File: src/rtl/fp_addsub_result_stage.sv
// Two-entry registered output stage for the single-precision add/sub unit: saturation/flush-to-zero at push,
// result classification, sticky exception flags and a completed-result counter. Latency 1 cycle into an empty buffer.
module fp_addsub_result_stage #(
    parameter int CNT_W  = 16,
    parameter bit SAT_EN = 1'b1
) (
    input  logic             clk,
    input  logic             rst,
    input  logic             in_valid,
    output logic             in_ready,
    input  logic [31:0]      in_result,
    input  logic             in_overflow,
    input  logic             in_underflow,
    output logic             out_valid,
    input  logic             out_ready,
    output logic [31:0]      out_result,
    output logic             out_overflow,
    output logic             out_underflow,
    output logic             out_is_zero,
    output logic             out_is_inf,
    output logic             out_is_nan,
    input  logic             clear_flags,
    output logic             sticky_overflow,
    output logic             sticky_underflow,
    output logic             sticky_nan,
    output logic [CNT_W-1:0] result_count
);

    typedef struct packed {
        logic [31:0] result;
        logic        ovf;
        logic        unf;
        logic        is_zero;
        logic        is_inf;
        logic        is_nan;
    } entry_t;

    typedef enum logic [1:0] {
        ST_EMPTY = 2'd0,
        ST_ONE   = 2'd1,
        ST_FULL  = 2'd2
    } state_t;

    state_t           r_state;
    entry_t           r_head;
    entry_t           r_tail;
    logic             r_sticky_ovf;
    logic             r_sticky_unf;
    logic             r_sticky_nan;
    logic [CNT_W-1:0] r_count;

    logic             w_push;
    logic             w_pop;
    logic             w_sign;
    logic [7:0]       w_exp;
    logic [31:0]      w_proc_result;
    entry_t           w_new;

    assign in_ready  = (r_state != ST_FULL);
    assign out_valid = (r_state != ST_EMPTY);
    assign w_push    = in_valid & in_ready;
    assign w_pop     = out_valid & out_ready;

    assign w_sign = in_result[31];
    assign w_exp  = in_result[30:23];

    // Overflow takes priority over underflow; a zero exponent (subnormal) is flushed to signed zero.
    always_comb begin
        w_proc_result = in_result;
        if (SAT_EN) begin
            if (in_overflow) begin
                w_proc_result = {w_sign, 8'hFF, 23'h0};
            end else if (in_underflow || (w_exp == 8'h00)) begin
                w_proc_result = {w_sign, 31'h0};
            end
        end
    end

    always_comb begin
        w_new         = '0;
        w_new.result  = w_proc_result;
        w_new.ovf     = in_overflow;
        w_new.unf     = in_underflow;
        w_new.is_zero = (w_proc_result[30:0] == 31'h0);
        w_new.is_inf  = (w_proc_result[30:23] == 8'hFF) && (w_proc_result[22:0] == 23'h0);
        w_new.is_nan  = (w_proc_result[30:23] == 8'hFF) && (w_proc_result[22:0] != 23'h0);
    end

    // Head is always the oldest entry, so outputs come straight from r_head without a read mux.
    always_ff @(posedge clk or posedge rst) begin
        if (rst) begin
            r_state <= ST_EMPTY;
            r_head  <= '0;
            r_tail  <= '0;
        end else begin
            case (r_state)
                ST_EMPTY: begin
                    if (w_push) begin
                        r_head  <= w_new;
                        r_state <= ST_ONE;
                    end
                end
                ST_ONE: begin
                    if (w_push && w_pop) begin
                        r_head <= w_new;
                    end else if (w_push) begin
                        r_tail  <= w_new;
                        r_state <= ST_FULL;
                    end else if (w_pop) begin
                        r_state <= ST_EMPTY;
                    end
                end
                ST_FULL: begin
                    if (w_pop) begin
                        r_head  <= r_tail;
                        r_state <= ST_ONE;
                    end
                end
                default: r_state <= ST_EMPTY;
            endcase
        end
    end

    // A clear coinciding with a push keeps the new event.
    always_ff @(posedge clk or posedge rst) begin
        if (rst) begin
            r_sticky_ovf <= 1'b0;
            r_sticky_unf <= 1'b0;
            r_sticky_nan <= 1'b0;
        end else begin
            r_sticky_ovf <= (r_sticky_ovf & ~clear_flags) | (w_push & in_overflow);
            r_sticky_unf <= (r_sticky_unf & ~clear_flags) | (w_push & in_underflow);
            r_sticky_nan <= (r_sticky_nan & ~clear_flags) | (w_push & w_new.is_nan);
        end
    end

    always_ff @(posedge clk or posedge rst) begin
        if (rst) begin
            r_count <= '0;
        end else if (w_pop) begin
            r_count <= r_count + CNT_W'(1);
        end
    end

    assign out_result       = r_head.result;
    assign out_overflow     = r_head.ovf;
    assign out_underflow    = r_head.unf;
    assign out_is_zero      = r_head.is_zero;
    assign out_is_inf       = r_head.is_inf;
    assign out_is_nan       = r_head.is_nan;
    assign sticky_overflow  = r_sticky_ovf;
    assign sticky_underflow = r_sticky_unf;
    assign sticky_nan       = r_sticky_nan;
    assign result_count     = r_count;

endmodule

File: config.mk
export PLATFORM = sky130hd
export DESIGN_NAME = fp_addsub_result_stage
export DESIGN_NICKNAME = d
export VERILOG_FILES = /design/src/rtl/fp_addsub_result_stage.sv
export SDC_FILE = /design/constraint.sdc
export NUM_CORES = 1
export LEC_CHECK = 0
export ABC_AREA = 1
export CORE_MARGIN = 3
export CORE_UTILIZATION = 29
export DETAILED_ROUTE_END_ITERATION = 16
export PLACE_DENSITY_LB_ADDON = 0.15
export RECOVER_POWER = 100
export SLEW_MARGIN = 20
export SYNTH_ARGS = -nofsm -noshare
export SYNTH_HDL_FRONTEND = slang
export SYNTH_SLANG_ARGS = --single-unit
File: constraint.sdc
create_clock -name clk -period 7.7 [get_ports clk]
set_input_delay 1.54 -clock clk [delete_from_list [all_inputs] [get_ports clk]]
set_output_delay 1.54 -clock clk [all_outputs]
set_load 0.01 [all_outputs]
==> flow_metrics.env <==
export IMPL_max_stage_delay_ps=1520
export IMPL_whs_ps=474
export IMPL_nFillCells=1500
export IMPL_clock_latency_ps=350
export IMPL_wl_per_cell_um=15.7
export IMPL_synthFlopType="dfrtp_1"
export IMPL_via_per_inst=4.84
export IMPL_antenna_cells=0
export IMPL_crit_required_ps=7880
export IMPL_clock_sinks=95
export IMPL_coreArea_mm2=0.0149
export IMPL_htreeDepth=3
export IMPL_combPwrFrac=0.320
export IMPL_min_path_cells=1
export IMPL_final_antenna_net_count=0
export IMPL_seqCellArea_mm2=0.00238
export IMPL_drive_above_1_share=0.0446
export IMPL_track_usage=0.156
export IMPL_start_kind="input pin"
export IMPL_p_leak_nw=2.84
export IMPL_finalSetupViolations=0
export IMPL_ctsResizeCount=0
export IMPL_multi_input_area_mm2=0.00177
export IMPL_reg2reg_from="r_state[1]"
export IMPL_io_buffers=96
export IMPL_r2r_slack_ps=2990
export IMPL_syn_inst=540
export IMPL_nets=663
export IMPL_cp_max_fo=46
export IMPL_holdBufCountCts=0
export IMPL_dr_pass1_iters=4
export IMPL_min_path_type="reg2reg"
export IMPL_design_die_area_mm2=0.0170
export IMPL_cp_cell_sequence="dlygate4sd3_1 -> inv_1 -> nand2_1 -> nand2_2 -> clkbuf_1 -> inv_1 -> nor2_1 -> a31oi_1"
export IMPL_ys_types=30
export IMPL_arrival_ps=5370
export IMPL_p_int_mw=1.19
export IMPL_fin_crit_sh=0.674
export IMPL_slew_violations=89
export IMPL_synth_edf_count=0
export IMPL_grt_max_degree=78
export IMPL_antenna_found_initial=0
export IMPL_worst_pin_slew_ps=2140
export IMPL_cts_tree="yes"
export IMPL_cap_violations=2
export IMPL_post_cts_setup_buffers=0
export IMPL_period_needed_ps=5190
export IMPL_synth_top_area_share=0.528
export IMPL_path_clk_slew_ps=60
export IMPL_finalHoldViolCount=0
export IMPL_clock_root_buffer="clkbuf_16"
export IMPL_synth_area_leaders="dfrtp_1 53%, nand2_1 8.5%, a21oi_1 6.7%"
export IMPL_worstHoldStart="result_count[15]"
export IMPL_synthArstFlopShare=1.00
export IMPL_ys_warnings_count=0
export IMPL_rsz0062_at_grt="no"
export IMPL_hpwl_mm=8.38
export IMPL_syn_nets=580
export IMPL_syn_area_per_cell_um2=8.33
export IMPL_cp_end_kind="register"
export IMPL_rows=44
export IMPL_area_growth_synth_to_final_pct=30.8
export IMPL_switching_share=0.331
export IMPL_violations="max-capacitance violations, max-slew violations"
export IMPL_slowest_stage="clkbuf_1"
export IMPL_layout_commonest_cell="nand2_1"
export IMPL_drc_errors=0
export IMPL_slew_limit_headroom=-0.425
export IMPL_dieHeight_um=131
export IMPL_grt_first_pass_wirelength_mm=20.6
export IMPL_ff2ff_path_depth=11
export IMPL_p_per_area_mw_per_mm2=302
export IMPL_grt_pass1_vias=3874
export IMPL_synth_seq_area_share=0.528
export IMPL_grt_remaining_overflow=0
export IMPL_cp_common_cell="inv_1"
export IMPL_r2r_end="out_underflow"
export IMPL_pwr_share_clk=0.256
export IMPL_tns_ps=0
export IMPL_die_w_um=131
export IMPL_ys_ff_latch=95
export IMPL_routed_wl_mm=12.8
export IMPL_max_freq_ghz=0.193
export IMPL_io_pins=97
export IMPL_numCtsBuffers=9
export IMPL_switching_power_uw=589
export IMPL_min_to="result_count[15]"
export IMPL_status="finished, violations left"
export IMPL_start_util=0.303
export IMPL_drtIter0Drc=248
export IMPL_ir_worst_vdd_uv=116
export IMPL_seq_power_share=0.425
export IMPL_via_count=3927
export IMPL_clockBufferDepth=2
export IMPL_place_gp_congestion=0.792
export IMPL_final_cell_mix="103 x nand2_1, 95 x dfrtp_1, 71 x nor2_1"
export IMPL_yosys_area_top_type="dfrtp_1"
export IMPL_finClkSkew_ps=6.70
export IMPL_netlist_area_mm2=0.00450
export IMPL_path_class="in2reg"
==> worst max path at each step <==
stage / from / to / slack [ps] / depth (start not counted)
after floorplan: rst / out_is_inf / 3680 / 1
after global placement: out_ready / out_is_zero / 3840 / 8
after detailed placement: out_ready / out_result[29] / 3730 / 8
after CTS: out_ready / out_result[29] / 4100 / 8
after global routing: out_ready / out_result[18] / 2110 / 8
final: out_ready / out_underflow / 2510 / 8
==> layout make-up <==
cell class | instances | share of cell area
clock inverter | 1 | 0.00149
multi-input combinational | 361 | 0.300
sequential | 95 | 0.404
tap | 184 | 0.0391
timing repair buffer | 103 | 0.171
clock buffer | 15 | 0.0506
inverter | 53 | 0.0340
==> worst max-delay path, delay by kind of cell <==
kind	cells	cell delay [ps]
buffers and inverters	4	3300
AOI/OAI and AO/OA	1	60
and+or+nand+nor	3	430
==> Yosys cell counts (3+ instances only) <==
cell type,n
a32o_1,8
dfrtp_1,95
inv_1,50
clkbuf_1,12
a21oi_1,60
a31oi_1,3
xor2_1,7
buf_2,14
o211ai_1,10
xnor2_1,7
nand3_1,50
o22ai_1,3
nand4_1,5
o21ai_0,23
nand2_1,102
nor2_1,71
==> power groups by stage <==
stage / Combinational [mW] / Clock (mW) / Sequential [mW]
final: 0.568 / 0.454 / 0.756
after global routing: 0.639 / 0.488 / 0.777
after CTS: 0.620 / 0.468 / 0.762
after detailed placement: 0.616 / 0 / 0.769
after global placement: 0.606 / 0 / 0.767
after floorplan: 0.272 / 0 / 0.794
==> logic make-up (layout without fill, tap and decap cells) <==
| logic type | Yosys count | after routing | synth area share |
|---|---|---|---|
| xor+xnor | 14 | 14 | 0.0273 |
| simple gates | 234 | 234 | 0.220 |
| buf+inv | 84 | 172 | 0.0773 |
| fa+ha+maj | 1 | 1 | 0.00278 |
| compound gates | 111 | 111 | 0.142 |
| mux | 1 | 1 | 0.00250 |
| flops | 95 | 95 | 0.528 |
==> metal layers <==
layer,part of all wire,GRT usage
met1,0.49,0.218
met2,0.45,0.237
met3,0.052,0.0431
met4,0.014,0.0472
met5,0,0
==> state kept, by name (all words and copies together), names as in the netlist, 2 cells and up <==
register,cells
r_tail,37
r_state,2
result_count,16
out_result,32
==> through the flow <==
stage               instances  setup WS (ps)  power (mW)  cell area [µm²]  utilization
finish                    812           2510        1.78             5890        0.396
global route              812           2110        1.90             5890        0.396
CTS                       812           4100        1.85             5920        0.398
detailed placement        796           3730        1.38             5610        0.377
global placement          796           3840        1.37             5610        0.377
floorplan                 540           3680        1.07             4500            -
No activity file was read; power rests on OpenSTA's default activity.
